==> config.mk <==
export PLATFORM = sky130hd
export DESIGN_NAME = mips_cpu_avalon_master
export DESIGN_NICKNAME = d
export VERILOG_FILES = /design/src/rtl/mips_cpu_avalon_master.sv
export SDC_FILE = /design/constraint.sdc
export NUM_CORES = 1
export LEC_CHECK = 0
export BUFFER_PORTS_ARGS = -buffer_cell sky130_fd_sc_hd__buf_2
export CAP_MARGIN = 20
export CORE_UTILIZATION = 30
export DETAILED_ROUTE_END_ITERATION = 16
export PLACE_DENSITY_LB_ADDON = 0.1
export SETUP_SLACK_MARGIN = 0.1
export SKIP_LAST_GASP = 1
export SLEW_MARGIN = 0
export SYNTH_ARGS = -nofsm -noshare
export SYNTH_HDL_FRONTEND = slang
export SYNTH_SLANG_ARGS = --single-unit
==> constraint.sdc <==
create_clock -name clk -period 2.2 [get_ports clk]
set_input_delay 0.11 -clock clk [delete_from_list [all_inputs] [get_ports clk]]
set_output_delay 0.11 -clock clk [all_outputs]
set_load 0.02 [all_outputs]
==> src/rtl/mips_cpu_avalon_master.sv <==
// Avalon-MM bus master arbitrating CPU fetch and data requests onto one port.
// Optional bus watchdog: define MIPS_AVALON_TIMEOUT_EN to abort stalled transfers.
module mips_cpu_avalon_master #(
  parameter int TIMEOUT_CYCLES = 64
) (
  input  logic        clk,
  input  logic        reset_n,
  input  logic        i_req,
  input  logic [31:0] i_addr,
  output logic        i_ack,
  output logic [31:0] i_rdata,
  input  logic        d_req,
  input  logic        d_we,
  input  logic [31:0] d_addr,
  input  logic [3:0]  d_byteenable,
  input  logic [31:0] d_wdata,
  output logic        d_ack,
  output logic [31:0] d_rdata,
  output logic [31:0] avm_address,
  output logic [3:0]  avm_byteenable,
  output logic        avm_read,
  output logic        avm_write,
  output logic [31:0] avm_writedata,
  input  logic        avm_waitrequest,
  input  logic [31:0] avm_readdata,
  output logic        busy,
  output logic        bus_error
);

  typedef enum logic [1:0] {IDLE, ISSUE, ACK} state_t;

  state_t state;
  logic   last_data;
  logic   grant_data;
  logic   sel_data;

  // Round-robin: data only wins a tie if fetch was served last
  assign sel_data = d_req && (!i_req || !last_data);
  assign busy     = (state != IDLE);

  logic unused_addr_bits;
  assign unused_addr_bits = ^{i_addr[1:0], d_addr[1:0]};

`ifdef MIPS_AVALON_TIMEOUT_EN
  localparam int CW = (TIMEOUT_CYCLES > 255) ? $clog2(TIMEOUT_CYCLES) : 8;
  logic [CW-1:0] to_cnt;
  logic          to_hit;
  assign to_hit = (to_cnt == CW'(TIMEOUT_CYCLES - 1));
`else
  localparam int unused_timeout_cycles = TIMEOUT_CYCLES;
  assign bus_error = 1'b0;
`endif

  always_ff @(posedge clk or negedge reset_n) begin
    if (!reset_n) begin
      state          <= IDLE;
      last_data      <= 1'b1;
      grant_data     <= 1'b0;
      i_ack          <= 1'b0;
      i_rdata        <= '0;
      d_ack          <= 1'b0;
      d_rdata        <= '0;
      avm_address    <= '0;
      avm_byteenable <= '0;
      avm_read       <= 1'b0;
      avm_write      <= 1'b0;
      avm_writedata  <= '0;
`ifdef MIPS_AVALON_TIMEOUT_EN
      to_cnt         <= '0;
      bus_error      <= 1'b0;
`endif
    end else begin
      case (state)
        IDLE: begin
          if (i_req || d_req) begin
            last_data  <= sel_data;
            grant_data <= sel_data;
            if (sel_data && d_byteenable == 4'b0000) begin
              d_ack <= 1'b1;
              state <= ACK;
            end else begin
              state          <= ISSUE;
              avm_address    <= sel_data ? {d_addr[31:2], 2'b00} : {i_addr[31:2], 2'b00};
              avm_byteenable <= sel_data ? d_byteenable : 4'b1111;
              avm_read       <= !sel_data || !d_we;
              avm_write      <= sel_data && d_we;
              avm_writedata  <= sel_data ? d_wdata : 32'h0;
`ifdef MIPS_AVALON_TIMEOUT_EN
              to_cnt         <= '0;
`endif
            end
          end
        end
        ISSUE: begin
          if (!avm_waitrequest) begin
            avm_read  <= 1'b0;
            avm_write <= 1'b0;
            state     <= ACK;
            if (grant_data) begin
              d_ack <= 1'b1;
              if (avm_read) d_rdata <= avm_readdata;
            end else begin
              i_ack   <= 1'b1;
              i_rdata <= avm_readdata;
            end
          end
`ifdef MIPS_AVALON_TIMEOUT_EN
          else if (to_hit) begin
            avm_read  <= 1'b0;
            avm_write <= 1'b0;
            state     <= ACK;
            bus_error <= 1'b1;
            if (grant_data) begin
              d_ack   <= 1'b1;
              d_rdata <= '0;
            end else begin
              i_ack   <= 1'b1;
              i_rdata <= '0;
            end
          end else begin
            to_cnt <= to_cnt + 1'b1;
          end
`endif
        end
        ACK: begin
          i_ack <= 1'b0;
          d_ack <= 1'b0;
          state <= IDLE;
        end
        default: state <= IDLE;
      endcase
    end
  end

endmodule

==> out/results.tsv <==
stage	metric	value	unit
final_layout	most frequent cells in the layout	buf_2, dfrtp_1, dlygate4sd3_1, mux2_2, a22o_1	
final_layout	final std cells w/o fill	1008	
final_layout	layout cells sized above 1	0.491	
drt	# DRC	0	
hold_path	Hold/Removal Path Class	in -> reg	
synthesis	biggest area consumer among synthesized cells	dfrtp_1	
power	PD cells	1510	mW/mm^2
floorplanning	core area	0.0175	sq mm
sta	max_slew headroom	0.537	
final_layout	nets@finish	912	
synthesis	average instance area after synthesis	13.4	sq um
clocking	Clock Sinks	138	
clocking	Clk pin slew, worst setup/hold paths	60	ps
drt	via count	4683	
final_layout	Area Overhead vs Synth	60.1	%
sta	post-route setup TNS	0	ps
global_routing	GR Overflow Total	0	
sta	Final min period	1760	ps
floorplanning	die height	136	um
global_routing	initial antenna violation count	1	
floorplanning	I/O pins	276	
global_routing	Total Routing Usage GR	0.170	
flow_run	Max-Cap Viols	0	
drt	drt wl/cell	15.1	um
placement	routability cong.	0.749	
critical_path	CP Class	reg -> reg	
outcome	status	finished, final reports clean	
final_layout	most common cell after layout, fill and taps aside	buf_2	
sta	# setup viols final	0	
synthesis	top cells by area, synth	dfrtp_1, mux2_2, a22o_1, o22ai_1, a21oi_1	
floorplanning	placement row count	48	
clocking	setup bufs post-CTS	0	
power	maximum vdd drop	710	uV
sta	Max Transition Viols Final	0	
clocking	Inserted Clock Buffers	17	
drt	Final ANT Viol Nets	0	
synthesis	Yosys cell types	29	
clocking	Max Root-Sink Buffers	2	
drt	Starting DRT DRC Count	135	
sta	Worst Clk Skew	10.6	ps
critical_path	WP data required	2530	ps
critical_path	Worst EP arrival	2100	ps
critical_path	Worst R2R Setup Slack	440	ps
placement	# port buffers	268	
clocking	Root Buffer	clkbuf_16	
sta	fin crit share	0.802	
sta	unrepaired setup endpoints after global routing	false	
synthesis	register area share after synthesis	0.638	
critical_path	endpoint class of the critical path	register	
drt	Detailed Route WL	15.3	mm
critical_path	CP startpoint kind	register	
sta	actual slew at the worst max-slew pin	687	ps
synthesis	Yosys top cell area share	0.633	
power	leakage power	4.23	nW
clocking	worst skew pair latency	410	ps
synthesis	post-synthesis register bit count	138	
floorplanning	die width	136	um
placement	placed cell count	882	
drt	TritonRoute pass-1 iters	4	
synthesis	Syn Std Cell Area	0.00541	sq mm
drt	vias per cell	4.65	
floorplanning	Die ar.	0.0186	sq mm
placement	Final HPWL DP	10.1	mm
sta	FMAX	567	MHz
sta	Final Hold Fails	0	
synthesis	Cells after Synth	403	
critical_path	CP Max Fanout	8	
global_routing	vias in the first global route	4892	
floorplanning	starting density of the core	0.310	
synthesis	synth warn	0	
clocking	H-tree depth	4	
global_routing	first-pass GRT wire length	24.2	mm
global_routing	largest net degree at the start of global routing	54	
clocking	CTS tree	built	
[critical path, cell delays in order (launching register included)]
cell and delay [ps]:
dfrtp_1 400, inv_1 90, ha_1 210, buf_4 160, inv_1 100, nand2_1 60
a222oi_1 430, mux2i_1 230
[cells in the mapped netlist (all sizes together)]
library cell and n:
a21boi 1, a21oi 33, a222oi 1, a22o 37
and4 1, buf 24, clkbuf 5, conb 1
dfrtp 137, dfstp 1, ha 4, inv 4
mux2 66, mux2i 1, nand2 8, nand2b 2
nand3 1, nand4b 1, nor2 35, nor3b 1
nor4 1, o2111ai 1, o21ai 2, o22a 4
o22ai 30, or2 1
[power by group]
group / switching, mW / leakage [nW] / total (mW) / internal, mW
Clock: 1.08 / 0.314 / 3.15 / 2.07
Sequential: 0.621 / 1.66 / 4.41 / 3.79
Combinational: 3.29 / 2.26 / 5.52 / 2.23
Total: 4.99 / 4.23 / 13.1 / 8.09
[registers in the layout, indices dropped and copies added, names as in the netlist]
name,cells
avm_address,30
i_ack,1
grant_data,1
avm_writedata,32
d_ack,1
i_rdata,32
d_rdata,32
state,2
avm_write,1
last_data,1
avm_read,1
avm_byteenable,4
[routing by layer]
layer  track usage  share of wire  vias to the layer above
met1         0.203           0.42                     2256
met4        0.0673          0.016                        0
met5             0              0                        -
met2         0.281           0.49                      209
li1              -              -                     2199
met3        0.0544          0.083                       19
[area by class of cell]
class                   instances  area (sq um)
repair buffers                375          2440
flip-flops and latches        138          3450
fillers                      1558          8810
inverters                       4          15.0
clock inverters                10           189
well taps                     225           282
multi-input cells             234          1830
diodes                          1          2.50
clock buffers                  21           460
[per-stage QoR]
step / area [sq um] / setup slack (ps) / utilization / hold WS (ps) / total power [mW]
2_1_floorplan: 5420 / 490 / - / -186 / 7.83
3_3_place_gp: 7070 / 479 / 0.405 / 88.7 / 9.80
3_5_place_dp: 7070 / 428 / 0.405 / 100 / 9.90
4_1_cts: 8660 / 428 / 0.496 / 0.0484 / 13.3
5_1_grt: 8660 / 277 / 0.496 / 4.34 / 13.9
6_report: 8660 / 436 / 0.496 / 16.3 / 13.1
[kinds of logic (layout without fill, tap and decap cells)]
logic type,after synthesis,after routing,share of synthesized area
AND/OR/NAND/NOR,51,51,0.0437
flip-flops,138,138,0.638
buffers and inverters,33,410,0.0294
multiplexers,67,67,0.139
adder cells (fa/ha/maj),4,4,0.00925
other,1,4,0.000693
AO/OA/AOI/OAI,109,109,0.140
[worst paths after layout]
path                                    from           endpoint  cells past startpoint
max reg2reg                         state[0]              d_ack                      7
min                               d_addr[28]    avm_address[28]                      3
max                                 state[0]              d_ack                      7
min reg2reg                avm_byteenable[3]  avm_byteenable[3]                      1
min in group asynchronous            reset_n        i_rdata[17]                      2
max in group asynchronous            reset_n        d_rdata[26]                      3
[what timing repair did]
action,CTS,global route
gates resized for setup,0,0
endpoints found under the hold margin,170,0
hold buffers,94,0
Power figures use the tool's default switching activity.
